### src/rtl/id_issue_queue_pkg.sv
// Shared types for the decode->issue queue: scoreboard payload, queue slot, interrupt source count.
package id_issue_queue_pkg;

  localparam int unsigned NumInterruptSrc = 8;

  typedef struct packed {
    logic [31:0] pc;
    logic [7:0]  op;
    logic [4:0]  rd;
  } scoreboard_entry_t;

  typedef struct packed {
    scoreboard_entry_t sbe;
    logic              is_ctrl_flow;
  } idq_entry_t;

endpackage

### src/rtl/irq_onehot_decoder.sv
// CLIC capture: registers the one-hot irq vector and level, encodes the id, qualifies the request.
module irq_onehot_decoder import id_issue_queue_pkg::*; #(
  parameter int unsigned NumIrqSrc = NumInterruptSrc
) (
  input  logic                         clk_i,
  input  logic                         rst_ni,
  input  logic [NumIrqSrc-1:0]         irq_i,
  input  logic [7:0]                   irq_level_i,
  input  logic [7:0]                   mintthresh_i,
  input  logic [7:0]                   mil_i,
  input  logic                         mie_i,
  output logic                         irq_req_o,
  output logic [$clog2(NumIrqSrc)-1:0] irq_id_o,
  output logic [7:0]                   irq_level_o,
  output logic                         irq_onehot_err_o
);

  localparam int unsigned IdW = $clog2(NumIrqSrc);

  logic [NumIrqSrc-1:0] irq_p1;
  logic [7:0]           level_p1;

  function automatic logic [7:0] max_lvl(input logic [7:0] a, input logic [7:0] b);
    return (a > b) ? a : b;
  endfunction

  // Stage p1: capture vector and level
  always_ff @(posedge clk_i or negedge rst_ni) begin
    if (!rst_ni) begin
      irq_p1   <= '0;
      level_p1 <= '0;
    end else begin
      irq_p1   <= irq_i;
      level_p1 <= irq_level_i;
    end
  end

  // OR-reduction encoder also yields a defined id when the vector is not one-hot.
  always_comb begin
    irq_id_o = '0;
    for (int unsigned i = 0; i < NumIrqSrc; i++) begin
      for (int unsigned j = 0; j < IdW; j++) begin
        if (i[j]) irq_id_o[j] = irq_id_o[j] | irq_p1[i];
      end
    end
  end

  assign irq_level_o      = level_p1;
  assign irq_req_o        = (level_p1 > max_lvl(mintthresh_i, mil_i)) && (|irq_p1) && mie_i;
  assign irq_onehot_err_o = !$onehot0(irq_p1);

endmodule

### src/rtl/id_issue_queue.sv
// Depth-entry decode->issue FIFO with ctrl-flow tag, plus CLIC interrupt capture.
// Optional IDQ_BYPASS_EN: an empty queue forwards entry_i to the head in the same cycle.
module id_issue_queue import id_issue_queue_pkg::*; #(
  parameter int unsigned Depth     = 4,
  parameter int unsigned NumIrqSrc = NumInterruptSrc,
  parameter type         entry_t   = scoreboard_entry_t
) (
  input  logic                         clk_i,
  input  logic                         rst_ni,
  input  logic                         flush_i,
  input  entry_t                       entry_i,
  input  logic                         is_ctrl_flow_i,
  input  logic                         valid_i,
  output logic                         ready_o,
  output entry_t                       entry_o,
  output logic                         is_ctrl_flow_o,
  output logic                         valid_o,
  input  logic                         ack_i,
  output logic [$clog2(Depth+1)-1:0]   usage_o,
  input  logic [NumIrqSrc-1:0]         irq_i,
  input  logic [7:0]                   irq_level_i,
  input  logic [7:0]                   mintthresh_i,
  input  logic [7:0]                   mil_i,
  input  logic                         mie_i,
  output logic                         irq_req_o,
  output logic [$clog2(NumIrqSrc)-1:0] irq_id_o,
  output logic [7:0]                   irq_level_o,
  output logic                         irq_onehot_err_o
);

  localparam int unsigned PtrW   = (Depth > 1) ? $clog2(Depth) : 1;
  localparam int unsigned UsageW = $clog2(Depth + 1);
  localparam logic [UsageW-1:0] DepthU = UsageW'(Depth);

  typedef struct packed {
    entry_t sbe;
    logic   is_ctrl_flow;
  } slot_t;

  slot_t             mem_q [Depth];
  logic [PtrW-1:0]   rd_ptr_q, wr_ptr_q;
  logic [UsageW-1:0] usage_q;
  logic              empty, bypass, push, pop, pop_mem;

  // Explicit wrap so non-power-of-2 depths never leave the array.
  function automatic logic [PtrW-1:0] ptr_inc(input logic [PtrW-1:0] p);
    return (p == PtrW'(Depth - 1)) ? '0 : p + 1'b1;
  endfunction

  always_comb begin
    empty = (usage_q == '0);
`ifdef IDQ_BYPASS_EN
    bypass         = empty && valid_i;
    valid_o        = !flush_i && (!empty || valid_i);
    entry_o        = bypass ? entry_i : mem_q[rd_ptr_q].sbe;
    is_ctrl_flow_o = bypass ? is_ctrl_flow_i : mem_q[rd_ptr_q].is_ctrl_flow;
`else
    bypass         = 1'b0;
    valid_o        = !flush_i && !empty;
    entry_o        = mem_q[rd_ptr_q].sbe;
    is_ctrl_flow_o = mem_q[rd_ptr_q].is_ctrl_flow;
`endif
    ready_o = !flush_i && ((usage_q < DepthU) || (ack_i && valid_o));
    pop     = ack_i && valid_o;
    pop_mem = pop && !empty;
    // A bypassed entry that is acknowledged immediately never touches storage.
    push    = valid_i && ready_o && !(bypass && pop);
  end

  // Stage p1: storage, pointers and occupancy
  always_ff @(posedge clk_i or negedge rst_ni) begin
    if (!rst_ni) begin
      for (int i = 0; i < int'(Depth); i++) mem_q[i] <= '0;
      rd_ptr_q <= '0;
      wr_ptr_q <= '0;
      usage_q  <= '0;
    end else if (flush_i) begin
      rd_ptr_q <= '0;
      wr_ptr_q <= '0;
      usage_q  <= '0;
    end else begin
      if (push) begin
        mem_q[wr_ptr_q] <= slot_t'{sbe: entry_i, is_ctrl_flow: is_ctrl_flow_i};
        wr_ptr_q        <= ptr_inc(wr_ptr_q);
      end
      if (pop_mem) rd_ptr_q <= ptr_inc(rd_ptr_q);
      if (push && !pop_mem)      usage_q <= usage_q + 1'b1;
      else if (!push && pop_mem) usage_q <= usage_q - 1'b1;
    end
  end

  assign usage_o = usage_q;

  irq_onehot_decoder #(
    .NumIrqSrc (NumIrqSrc)
  ) u_irq_dec (
    .clk_i            (clk_i),
    .rst_ni           (rst_ni),
    .irq_i            (irq_i),
    .irq_level_i      (irq_level_i),
    .mintthresh_i     (mintthresh_i),
    .mil_i            (mil_i),
    .mie_i            (mie_i),
    .irq_req_o        (irq_req_o),
    .irq_id_o         (irq_id_o),
    .irq_level_o      (irq_level_o),
    .irq_onehot_err_o (irq_onehot_err_o)
  );

endmodule

### config.mk
export PLATFORM = sky130hd
export DESIGN_NAME = id_issue_queue
export DESIGN_NICKNAME = d
export VERILOG_FILES = /design/src/rtl/id_issue_queue_pkg.sv /design/src/rtl/irq_onehot_decoder.sv /design/src/rtl/id_issue_queue.sv
export SDC_FILE = /design/constraint.sdc
export NUM_CORES = 1
export LEC_CHECK = 0
export ABC_AREA = 1
export CAP_MARGIN = 20
export CORE_AREA = 2 2 148 150
export DETAILED_ROUTE_END_ITERATION = 7
export DIE_AREA = 0 0 150 152
export PLACE_DENSITY = 0.7
export SETUP_SLACK_MARGIN = 0.02
export SLEW_MARGIN = 20
export SYNTH_ARGS = -nofsm -noshare
export SYNTH_HDL_FRONTEND = slang
export SYNTH_HIERARCHICAL = 1
export SYNTH_SLANG_ARGS = --single-unit
### constraint.sdc
create_clock -name clk_i -period 3.4 [get_ports clk_i]
set_clock_uncertainty 0.05 [all_clocks]
set_input_delay 0.51 -clock clk_i [delete_from_list [all_inputs] [get_ports clk_i]]
set_output_delay 0.51 -clock clk_i [all_outputs]
set_load 0.05 [all_outputs]
# After elaboration in Yosys (flattened, before gate mapping)
# Cells that the tools add are included.
# word_totals
reg_bits,207
out_inout_bits,64
word_cells,91
# op_classes
muxes,16
magnitude_cmp,7
addsub,11
reduce_logical,22
bitwise_logic,12
n_eq_ne,2
# ops
operator,count
$bwmux W184,1
$mux W46,3
$bmux W46 S2,1
$demux W46 S2,1
$gt A8 B8 Y1,2
$mux W2,6
$logic_and A1 B1 Y1,10
$mux W3,3
$or A1 B1 Y1,9
$add A1 B1 Y2,4
$mux W8,1
$reduce_or A8 Y1,1
$ge A3 B3 Y1 const B,2
$not A2 Y3,2
$logic_not A1 Y1,5
$add A2 B1 Y2 const B,2
$add A4 B3 Y4,1
$add A4 B4 Y4,1
$eq A2 B2 Y1 const B,2
$le A4 B1 Y1 const B,1
$reduce_bool A2 Y1,2
$add A2 B2 Y3,1
$add A3 B1 Y3 const B,1
$logic_not A3 Y1,1
7 further kinds,7

# Longest topological paths before layout
# logic_depth
ltp_word,12
depth_mapped,19
depth_no_buf,19

# By module
# Netlist, hierarchy kept.
# modules_own_cells
module,instances,area_per_inst_um2,cells_each
id_issue_queue,1,9178.8,1120
irq_onehot_decoder,1,1293.7,151

# Least setup slack after synthesis
# Ideal clock, no wire load.
# synth_timing
path_type,input to output
from,input port mil_i[7]
to,output port irq_req_o
n_path_buf,0
t_arrival_ps,2765
cell_stages,16
slack_ps,75
cell_sequence,inv_1 -> ha_1 -> nand2_2 -> nor2_4 -> nand2_1 -> nand2_4 -> nand2_4 -> nand2_1 -> nand2_1 -> ha_1 -> inv_1 -> nor2_1 -> nor2_1 -> o21ai_0 -> nand2_1 -> a21oi_1
# synth_via
elab_chain_len,5
# synth_rtl
element,line,source
"start, declared",id_issue_queue.sv:23,"input logic [7:0] mil_i,"
$gt A8 B8 Y1,irq_onehot_decoder.sv:24,return (a > b) ? a : b;
$mux W8 (*),irq_onehot_decoder.sv:24,
$gt A8 B8 Y1 (*),irq_onehot_decoder.sv:49,"assign irq_req_o = (level_p1 > max_lvl(mintthresh_i, mil_i)) && (|irq_p1) && mie_i;"
$logic_and A1 B1 Y1 (*) (2 in a row),irq_onehot_decoder.sv:49,
"end, declared",id_issue_queue.sv:25,"output logic irq_req_o,"
# Every way passes the cells marked *; elsewhere a longest branch is shown, timed or not.

# Worst setup path in the final report
# layout_timing
from,register u_irq_dec.irq_p1[1]
to,output port irq_onehot_err_o
# layout_via
elab_chain_len,5
# layout_rtl
element,line,source
"start, declared",irq_onehot_decoder.sv:20,logic [NumIrqSrc-1:0] irq_p1;
"start signal, assigned",irq_onehot_decoder.sv:33,irq_p1 <= irq_i;
$add A1 B1 Y2 (implied by the code),irq_onehot_decoder.sv:50,assign irq_onehot_err_o = !$onehot0(irq_p1);
$add A4 B4 Y4 (implied by the code),irq_onehot_decoder.sv:50,
$add A4 B3 Y4 (implied by the code),irq_onehot_decoder.sv:50,
$le A4 B1 Y1 (implied by the code),irq_onehot_decoder.sv:50,
$logic_not A1 Y1,irq_onehot_decoder.sv:50,
"end, declared",id_issue_queue.sv:28,output logic irq_onehot_err_o
# Every way passes these cells.

==> flow_metrics.env <==
export IMPL_fin_cells=1693
export IMPL_startpoint_type="register"
export IMPL_synth_edf_count=0
export IMPL_synth_ff_type="dfrtp_1"
export IMPL_syn_num_nets=1391
export IMPL_num_vias=9202
export IMPL_yosys_area_share_simple=0.212
export IMPL_gp_congestion=0.813
export IMPL_grt_max_degree=88
export IMPL_root_buffer="clkbuf_16"
export IMPL_vias_per_cell=5.44
export IMPL_dieWidth_um=150
export IMPL_die_h_um=152
export IMPL_grt_overflow=0
export IMPL_grt_pass1_vias=9162
export IMPL_cts_tree="yes"
export IMPL_cp_data_required_time_ns=2.84
export IMPL_peakVddDrop_uv=351
export IMPL_synth_warnings=6
export IMPL_detail_route_wl_per_cell_um=17.2
export IMPL_antenna_found_initial=0
export IMPL_drt_pass1_iter_count=5
export IMPL_post_route_period_util=1.07
export IMPL_synth_top_family_by_area="simple AND/OR/NAND/NOR gates"
export IMPL_synth_top_area_frac=0.495
export IMPL_die_area_mm2=0.0228
export IMPL_synth_compound_area_share=0.177
export IMPL_cap_violations=0
export IMPL_clock_latency_ns=0.51
export IMPL_path_clk_slew_ns=0.06
export IMPL_drt_wl_total_um=29100
export IMPL_endpoint_kind="primary output"
export IMPL_power_internal_mw=6.49
export IMPL_pwr_share_seq=0.357
export IMPL_io_pin_count=148
export IMPL_crit_type="reg -> out"
export IMPL_hold_worst_slack_ns=-0.00390
export IMPL_yosys_area_top_type="dfrtp_1"
export IMPL_track_usage=0.255
export IMPL_final_net_count=1518
export IMPL_rows=54
export IMPL_syn_cell_area_mm2=0.0105
export IMPL_crit_arrival_ns=3.08
export IMPL_dp_cells=1644
export IMPL_max_stage_delay_ns=0.55
export IMPL_numCtsBuffers=23
export IMPL_swShare=0.371
export IMPL_antenna_left=0
export IMPL_post_route_cell_area_mm2=0.0135
export IMPL_cts_sink_count=207
export IMPL_clk_path_buf_depth=3
export IMPL_power_frac_clock=0.243
export IMPL_io_buffers=147
export IMPL_cp_slowest_cell="fa_1"
export IMPL_synthXorXnorAreaFrac=0
export IMPL_cp_max_fo=2
export IMPL_status="finished, violations left"
export IMPL_drt_iter0_markers=680
export IMPL_setup_violations=1
export IMPL_synthCells=1271
export IMPL_yosysMostFrequentCell="nand2_1"
export IMPL_start_util=0.491
export IMPL_cp_common_cell="fa_1"
export IMPL_antenna_cells=0
export IMPL_synth_cell_types=32
export IMPL_relSlewSlack=0.477
export IMPL_area_growth_pct=29.1
export IMPL_yosysSeqAreaShare=0.495
export IMPL_grt_pass1_wl_um=47300
export IMPL_drc=0
export IMPL_drive_gt1_frac=0.135
export IMPL_fmax_mhz=275
export IMPL_synth_top_cells_by_count="nand2_1 (417), dfrtp_1 (207), o21ai_0 (131)"
export IMPL_synth_fa_ha_area_frac=0.0466
export IMPL_final_max_slew_violation_count=0
export IMPL_hold_viol=1
export IMPL_fin_ws_ns=-0.237
export IMPL_htree_num_levels=1
export IMPL_synth_area_leaders="dfrtp_1 (49%), nand2_1 (15%), o21ai_0 (6.3%), o21ai_1 (6.2%), ha_1 (3.7%)"
export IMPL_synth_avg_cell_area_um2=8.24
export IMPL_rsz0062_at_grt="yes"
export IMPL_period_needed_ns=3.64
export IMPL_leakagePower_nw=6.62
export IMPL_p_switching_mw=3.82
export IMPL_dpl_cell_area_mm2=0.0126
export IMPL_worst_slew_pin_slew_ns=0.785
export IMPL_synthArstFlopShare=1.00
export IMPL_place_ws_ns=-0.222
export IMPL_muxShareOfSynthArea=0
export IMPL_core_mm2=0.0214
export IMPL_comb_power_share=0.400
export IMPL_synth_seq_cells=207
export IMPL_tns_ns=-0.237
export IMPL_violations="negative hold slack, negative setup slack"
export IMPL_hp_class="in -> async"
export IMPL_p_per_area_mw_per_mm2=763
export IMPL_dpl_hpwl_um=17100
export IMPL_crit_path_cell_trace="fa_1, ha_2, inv_2, fa_1, fa_2, nor3b_2, nand2_1, buf_6"
-- cell usage in the layout (no fill, tap or decap), types with 3 or more instances in the layout --
cell type	Yosys	final
a21oi_1	6	5
buf_12	0	54
buf_4	12	33
clkbuf_1	37	7
clkbuf_16	0	23
clkbuf_8	0	7
clkdlybuf4s50_1	0	82
dfrtp_1	207	206
dlygate4sd2_1	0	13
fa_1	5	4
ha_1	31	23
ha_4	0	6
inv_1	47	38
inv_2	6	15
nand2_1	417	412
nand2_2	1	5
nand2_4	2	3
nand3_1	17	17
nor2_1	101	99
nor2_8	5	5
o21ai_0	131	129
o21ai_1	130	132
o21ai_2	20	20
o22ai_1	47	47
-- cells by family after synthesis --
kind of cell | Yosys count
DFF | 207
adders and majority gates | 36
and+or+nand+nor | 549
buffers and inverters | 140
AOI/OAI and AO/OA | 339
-- worst max-delay path: cells and delay by family (launching register included) --
family	cells	cell delay, ns
and+or+nand+nor	2	0.23
adders and majority gates	4	1.75
buffers and inverters	2	0.20
DFF	1	0.39
-- through the flow --
stage	hold WS [ns]	power (mW)	util
floorplan	0.164	5.99	-
global placement	0.407	7.71	0.589
detailed placement	0.413	7.80	0.589
CTS	0.0453	10.3	0.632
global route	0.0604	10.9	0.633
finish	-0.00390	10.3	0.633
-- layer usage --
metal / routed length [um] / global-route usage
met2: 14200 / 0.426
met5: 0 / 0
met3: 2090 / 0.0393
met4: 484 / 0.0566
met1: 12400 / 0.353
-- layout make-up --
| class | instances | area, um2 |
|---|---|---|
| tap | 280 | 350 |
| sequential | 207 | 5180 |
| timing repair buffer | 187 | 2320 |
| multi-input combinational | 925 | 4700 |
| clock inverter | 4 | 70.1 |
| clock buffer | 36 | 684 |
| inverter | 54 | 210 |
| fill | 1824 | 7830 |
-- power groups by stage --
stage | clock, mW | sequential (mW) | combinational, mW
finish | 2.50 | 3.68 | 4.12
global route | 2.63 | 3.79 | 4.45
detailed placement | 0 | 3.72 | 4.08
CTS | 2.53 | 3.68 | 4.13
global placement | 0 | 3.68 | 4.02
floorplan | 0 | 3.63 | 2.36
-- timing repair --
action                                  in CTS  in global routing
hold buffers                                 0                  0
endpoints found under the setup margin       2                  2
setup buffers                                8                  0
cloned                                       1                  0
gates resized for setup                     40                  9
pin swaps                                   19                  7
-- flip-flops by register name, summed over array words and instances, names as in the netlist --
signal,cells
rd_ptr_q,2
u_irq_dec/irq_p1,8
u_irq_dec/irq_level_o,8
usage_o,3
mem_q,184
wr_ptr_q,2
-- worst paths after layout --
kind	slack, ns	start	endpoint	cells past startpoint
min reg2reg	0.42	mem_q[61]	mem_q[61]	2
max in group asynchronous	2.34	rst_ni	mem_q[121]	2
max reg2reg	1.33	wr_ptr_q[0]	mem_q[151]	6
max	-0.24	u_irq_dec/irq_p1[1]	irq_onehot_err_o	8
min	-0.004	rst_ni	mem_q[12]	1
min in group clk_i	0.39	irq_i[7]	u_irq_dec/irq_p1[7]	1
(Power assumes the default switching activity.)
